File: src/rtl/instr_encoder.sv
// RV32I I/B-type instruction encoder and program loader.
// Define INSTR_ENC_READBACK_EN to add a readback VERIFY state.
module instr_encoder #(
  parameter int DATA_WIDTH = 32,
  parameter int IMM_WIDTH  = 12,
  parameter int ADDR_WIDTH = 8,
  parameter int BASE_ADDR  = 0
) (
  input  logic                  clk,
  input  logic                  rst,
  input  logic                  restart,
  input  logic                  in_valid,
  output logic                  in_ready,
  input  logic                  fmt,
  input  logic [6:0]            opcode,
  input  logic [2:0]            funct3,
  input  logic [4:0]            rd,
  input  logic [4:0]            rs1,
  input  logic [4:0]            rs2,
  input  logic [DATA_WIDTH-1:0] imm,
  output logic                  wr_en,
  output logic [ADDR_WIDTH-1:0] wr_addr,
  output logic [DATA_WIDTH-1:0] wr_data,
  output logic                  err,
  output logic                  full,
  output logic                  rb_err
);

  typedef enum logic [1:0] {
    S_IDLE,
    S_ENCODE,
    S_WRITE,
    S_VERIFY
  } state_e;

  localparam logic [ADDR_WIDTH-1:0] ADDR_BASE = ADDR_WIDTH'(BASE_ADDR);
  localparam logic [ADDR_WIDTH-1:0] ADDR_LAST = '1;

  localparam logic signed [DATA_WIDTH-1:0] I_MIN =
    DATA_WIDTH'(-(2 ** (IMM_WIDTH - 1)));
  localparam logic signed [DATA_WIDTH-1:0] I_MAX =
    DATA_WIDTH'((2 ** (IMM_WIDTH - 1)) - 1);
  localparam logic signed [DATA_WIDTH-1:0] B_MIN =
    DATA_WIDTH'(-(2 ** IMM_WIDTH));
  localparam logic signed [DATA_WIDTH-1:0] B_MAX =
    DATA_WIDTH'((2 ** IMM_WIDTH) - 2);

  state_e                  state_q, state_d;
  logic                    fmt_q;
  logic [6:0]              op_q;
  logic [2:0]              f3_q;
  logic [4:0]              rd_q, rs1_q, rs2_q;
  logic [DATA_WIDTH-1:0]   imm_q;
  logic [ADDR_WIDTH-1:0]   addr_q, addr_d;
  logic [DATA_WIDTH-1:0]   data_q, data_d;
  logic                    err_q, err_d;
  logic                    full_q, full_d;

  logic                    hs;
  logic                    i_ok, b_ok, imm_ok;
  logic signed [DATA_WIDTH-1:0] imm_s;
  logic [DATA_WIDTH-1:0]   i_word, b_word;

  assign in_ready = (state_q == S_IDLE) && !full_q;
  assign hs       = in_valid && in_ready;
  assign wr_en    = (state_q == S_WRITE) && !restart;
  assign wr_addr  = addr_q;
  assign wr_data  = data_q;
  assign err      = err_q;
  assign full     = full_q;

  assign imm_s  = $signed(imm_q);
  assign i_ok   = (imm_s >= I_MIN) && (imm_s <= I_MAX);
  assign b_ok   = (imm_s >= B_MIN) && (imm_s <= B_MAX) && !imm_q[0];
  assign imm_ok = fmt_q ? b_ok : i_ok;

  assign i_word = {imm_q[11:0], rs1_q, f3_q, rd_q, op_q};
  assign b_word = {imm_q[12], imm_q[10:5], rs2_q, rs1_q,
                   f3_q, imm_q[4:1], imm_q[11], op_q};

`ifdef INSTR_ENC_READBACK_EN
  logic                  rb_err_q, rb_err_d;
  logic [DATA_WIDTH-1:0] rb_imm;

  assign rb_err = rb_err_q;

  // Re-extract the immediate the way the datapath will see it.
  always_comb begin
    rb_imm = '0;
    if (fmt_q) begin
      rb_imm = {{(DATA_WIDTH-12){data_q[31]}}, data_q[7],
                data_q[30:25], data_q[11:8], 1'b0};
    end else begin
      rb_imm = {{(DATA_WIDTH-12){data_q[31]}}, data_q[31:20]};
    end
  end
`else
  assign rb_err = 1'b0;
`endif

  // Next-state, address, word and sticky-flag logic.
  always_comb begin
    state_d = state_q;
    addr_d  = addr_q;
    data_d  = data_q;
    err_d   = err_q;
    full_d  = full_q;
`ifdef INSTR_ENC_READBACK_EN
    rb_err_d = rb_err_q;
`endif
    if (restart) begin
      state_d = S_IDLE;
      addr_d  = ADDR_BASE;
      err_d   = 1'b0;
      full_d  = 1'b0;
`ifdef INSTR_ENC_READBACK_EN
      rb_err_d = 1'b0;
`endif
    end else begin
      unique case (state_q)
        S_IDLE: begin
          if (hs) state_d = S_ENCODE;
        end
        S_ENCODE: begin
          if (imm_ok) begin
            data_d  = fmt_q ? b_word : i_word;
            state_d = S_WRITE;
          end else begin
            err_d   = 1'b1;
            state_d = S_IDLE;
          end
        end
        S_WRITE: begin
          if (addr_q == ADDR_LAST) full_d = 1'b1;
          else                     addr_d = addr_q + 1'b1;
`ifdef INSTR_ENC_READBACK_EN
          state_d = S_VERIFY;
`else
          state_d = S_IDLE;
`endif
        end
`ifdef INSTR_ENC_READBACK_EN
        S_VERIFY: begin
          if (rb_imm != imm_q) rb_err_d = 1'b1;
          state_d = S_IDLE;
        end
`endif
        default: state_d = S_IDLE;
      endcase
    end
  end

  // State, address, word and flag registers.
  always_ff @(posedge clk) begin
    if (rst) begin
      state_q <= S_IDLE;
      addr_q  <= ADDR_BASE;
      data_q  <= '0;
      err_q   <= 1'b0;
      full_q  <= 1'b0;
`ifdef INSTR_ENC_READBACK_EN
      rb_err_q <= 1'b0;
`endif
    end else begin
      state_q <= state_d;
      addr_q  <= addr_d;
      data_q  <= data_d;
      err_q   <= err_d;
      full_q  <= full_d;
`ifdef INSTR_ENC_READBACK_EN
      rb_err_q <= rb_err_d;
`endif
    end
  end

  // Capture request fields on handshake.
  always_ff @(posedge clk) begin
    if (rst) begin
      fmt_q <= 1'b0;
      op_q  <= '0;
      f3_q  <= '0;
      rd_q  <= '0;
      rs1_q <= '0;
      rs2_q <= '0;
      imm_q <= '0;
    end else if (hs && !restart) begin
      fmt_q <= fmt;
      op_q  <= opcode;
      f3_q  <= funct3;
      rd_q  <= rd;
      rs1_q <= rs1;
      rs2_q <= rs2;
      imm_q <= imm;
    end
  end

endmodule

File: config.mk
export PLATFORM = sky130hd
export DESIGN_NAME = instr_encoder
export DESIGN_NICKNAME = d
export VERILOG_FILES = /design/src/rtl/instr_encoder.sv
export SDC_FILE = /design/constraint.sdc
export NUM_CORES = 1
export LEC_CHECK = 0
export BUFFER_PORTS_ARGS = -buffer_cell sky130_fd_sc_hd__buf_2
export CAP_MARGIN = 10
export CORE_MARGIN = 2
export CORE_UTILIZATION = 30
export CTS_BUF_LIST = sky130_fd_sc_hd__clkbuf_4
export DETAILED_ROUTE_END_ITERATION = 12
export HOLD_SLACK_MARGIN = 0.12
export SYNTH_ARGS = -nofsm -noshare
export SYNTH_HDL_FRONTEND = slang
export SYNTH_SLANG_ARGS = --single-unit
export TNS_END_PERCENT = 50
File: constraint.sdc
create_clock -name clk -period 4.5 [get_ports clk]
set_input_delay 0.9 -clock clk [delete_from_list [all_inputs] [get_ports clk]]
set_output_delay 0.9 -clock clk [all_outputs]
set_load 0.005 [all_outputs]
; Yosys cells after proc, flatten, opt, wreduce, memory -nomap -nowiden
; Index checks and enable logic that the tools add are counted.
[op_classes]
n_addsub = 1
order_cmp = 4
n_eq_ne = 4
mux = 5
bitwise_logic = 3
reduce_logical = 16
[op_table]
columns = operator, count
row1 = $ge 32x12->1 const B, 1
row2 = $ge 32x13->1 const B, 1
row3 = $le 32x12->1 const B, 1
row4 = $le 32x13->1 const B, 1
row5 = $mux 32, 1
row6 = $add 8x1->8 const B, 1
row7 = $eq 8x8->1 const B, 1
row8 = $logic_and 1x1->1, 7
row9 = $reduce_and 2->1, 3
row10 = $mux 2, 2
row11 = $pmux 2 s2, 1
row12 = $logic_not 1->1, 3
row13 = $not 1->1, 3
row14 = $reduce_and 3->1, 1
row15 = $eq 2x1->1 const B, 1
row16 = $eq 2x2->1 const B, 1
row17 = $logic_not 2->1, 1
row18 = $ne 2x2->1 const B, 1
row19 = $reduce_or 2->1, 1
row20 = $mux 1, 1
[word_totals]
reg_bits = 102
in_bits = 62
output_inout_bits = 45
wordCells = 45

; Longest topological paths before layout
[depth]
ltp_word = 6
ltp_mapped = 7
mapped_depth_nobuf = 6

; Worst setup path after synthesis
; Ideal clock, no wire load.
[synth_timing]
path_type = input to output
start = input restart
end = output wr_en
t_arrival_ps = 1006
required_ps = 3600
slack_ps = 2594
stages = 1
n_path_buf = 0
path_cell_list = nor2_1
[synth_between]
elab_chain_cells = 2
[synth_rtl]
columns = element, line_no
row1 = "start, declared", 11  ; input logic restart,
row2 = $logic_not 1->1, 66  ; assign wr_en = (state_q == S_WRITE) && !restart;
row3 = $logic_and 1x1->1, 66
row4 = "end, declared", 21  ; output logic wr_en,
; Every way passes these cells.

; Worst setup path in the final report
[layout_timing]
start = register fmt_q
end = register data_q[9] (netlist: wr_data[9])
[layout_between]
elab_chain_cells = 2
elab_cells_between_ends = 3
cone_classes = mux: 2 / reduce/logical: 1
[layout_rtl]
columns = element, line_no
row1 = "start, declared", 49  ; logic fmt_q;
row2 = "start signal, assigned", 187  ; fmt_q <= fmt;
row3 = $mux 1, 75  ; assign imm_ok = fmt_q ? b_ok : i_ok;
row4 = $reduce_and 3->1 (no source line), n/a
row5 = "end signal, assigned", 167  ; data_q <= data_d;
row6 = "end, declared", 55  ; logic [DATA_WIDTH-1:0] data_q, data_d;
; Several ways; a longest one is shown, not always the timed one.
; A chain may end at the register's enable or synchronous reset.

==> out/results.ini <==
[run_status]
status = finished, final reports clean

[global_routing]
grt_max_degree = 93
grt_use_total_pct = 15.1
grt_first_pass_wirelength_mm = 17.2
grt_overflow = 0
antenna_found_initial = 1
first_global_vias = 3558

[floorplanning]
ioPinCount = 107
core_um2 = 13100
rows = 42
start_util_pct = 30.5
die_w_um = 120
dieHeight_um = 120
dieArea_um2 = 14300

[final_layout]
layout_common_cells = nand2_1, buf_2, dfxtp_1
area.growth.synth_to_final_pct = 18.7
num_antenna_cells = 0
fillers = 1392
layout.nets = 634
final_common_cell = nand2_1
final_area_um2 = 4760
drive_above_1_share_pct = 24.5

[drt]
via_per_inst = 4.80
ant_nets = 0
drt-wirelength-per-cell_um = 13.8
drt_pass1_iterations = 4
remaining_drc_errors = 0
vias = 3606
wl_mm = 10.4
drt-initial-drc-count = 255

[placed_design]
io_buffers = 105
pre_cts_slack_ps = 1950
gp_congestion = 0.748
placed_area_um2 = 4600
dp_hpwl_mm = 6.98

[critical_path]
slowest_delay_ps = 860
cp_cell_sequence = o21ai_2, nor3_4, buf_4, nand3_1, a21oi_1
end_kind = flip-flop
path_delay_family = simple AND/OR/NAND/NOR gates
cp_max_fo = 25
worstSetupPathType = flip-flop to flip-flop
path_buf_inv = 1
critPathLaunchType = flip-flop
required_ps = 4900
worstPathArrival_ps = 2850
cp_slowest_cell = nor3_4

[synthesis]
syn-cell-area_um2 = 4010
synth_warnings = 0
synth_nets = 554
synth.top_cells.by_area = dfxtp_1, a21oi_1, nand2_1
synth_cell_types = 36
synth_largest_area_cell = dfxtp_1
synthCells = 491
ys_seq_elements = 102
avgSynthCellArea_um2 = 8.16
synth_top_area_share_pct = 50.9
async_reset_ff_share_pct = 0
synth_edf_count = 0
ys.flop_type = dfxtp_1
ys_seq_area_share_pct = 50.9

[cts]
cts_tree = yes
post_cts_buffers = 0
cts_resized = 0
postCtsHoldBufs = 0
htreeDepth = 3
clock_insertion_delay_worst_skew_ps = 470
clkTransAtPathRegs_ps = 160
clkSinkCount = 102
cts_buffers = 9
cts_root_buf = clkbuf_4
cts_max_path_buffers = 2

[power_and_ir_drop]
peakVddDrop_mv = 0.159
p_per_area_nw_per_um2 = 344
cellLeakagePower_nw = 1.82

[sta]
drv_slew = 0
worst_slew_pin_slew_ps = 1080
setup_viol = 0
rsz0062_at_grt = false
timing.final.ws_setup_ps = 2050
finalHoldViolCount = 0
relSlewSlack_pct = 28.1
skew_ps = 22.8
fmax_ghz = 0.408
layout_min_cycle_time_ps = 2450
period_share_pct = 54.5
setup_tns_ps = 0

[hold_path]
hold_path.class = flip-flop to flip-flop

[flow_run]
max_cap_viol_count = 0

tightest hold or removal path, delay by kind of cell (launching register included):
kind / cells / cell delay, ps
simple gates: 1 / 50
flops: 1 / 340
compound gates: 1 / 50
registers in the layout (all words and copies together), names as in the netlist:
signal and flops:
state_q 2, err 1, fmt_q 1, wr_data 32, rs1_q 5, rd_q 5
f3_q 3, wr_addr 8, imm_q 32, op_q 7, rs2_q 5, full 1
cell usage after synthesis (2+ instances only):
cell type / number
nand2_1: 120
dfxtp_1: 102
a21oi_1: 91
nand3_1: 35
o21ai_1: 22
clkbuf_1: 17
nor2_1: 15
buf_2: 14
o21ai_0: 12
mux2_2: 11
buf_4: 6
nand4_1: 6
xnor2_1: 6
nor4_1: 5
nor3_1: 4
inv_1: 3
nand2b_1: 2
nor3_2: 2
area by class of cell:
class	instances	area, um2	area share [%]
clock buffer	9	67.6	1.42
clock inverter	7	88.8	1.87
inverter	3	11.3	0.237
multi-input combinational	348	1790	37.5
sequential	102	2040	42.9
tap	176	220	4.63
timing repair buffer	107	543	11.4
metal layers:
metal	vias to the layer above	global-route usage, %	share of wire (%)
met3	15	3.18	4.1
li1	1830	-	-
met1	1681	19.7	48
met4	2	6.76	1.8
met2	78	24.2	46
met5	-	0	0.15
power by group:
part	total (mW)	switching [mW]	internal, mW	leakage (nW)
clock network	0.526	0.304	0.222	0.0810
logic	0.161	0.107	0.0543	0.912
registers	0.947	0.0182	0.929	0.828
total	1.63	0.429	1.21	1.82
logic make-up (layout without fill, tap and decap cells):
family	count (synthesis)	after routing	synth area share (%)
and+or+nand+nor	197	197	21.7
AOI/OAI and AO/OA	130	130	17.1
DFF	102	102	50.9
buffers and inverters	41	126	5.02
muxes	12	12	3.34
xor gates and xnor gates	7	7	1.53
adders and majority gates	1	1	0.312
other	1	1	0.0935
worst paths after layout:
path / startpoint / slack, ps / to / depth (start not counted)
hold / removal: rd_q[0] / 470 / rd_q[0] / 2
hold reg to reg: rd_q[0] / 470 / rd_q[0] / 2
setup / recovery: fmt_q / 2050 / wr_data[9] / 5
setup reg to reg: fmt_q / 2050 / wr_data[9] / 5
metrics by stage:
stage	power (mW)	util (%)	instances	hold slack [ps]
2_1_floorplan	1.08	-	491	433
3_3_place_gp	1.13	35.0	736	444
3_5_place_dp	1.13	35.0	736	448
4_1_cts	1.66	36.2	752	469
5_1_grt	1.72	36.2	752	487
6_report	1.63	36.2	752	467
Power figures use the tool's default switching activity.
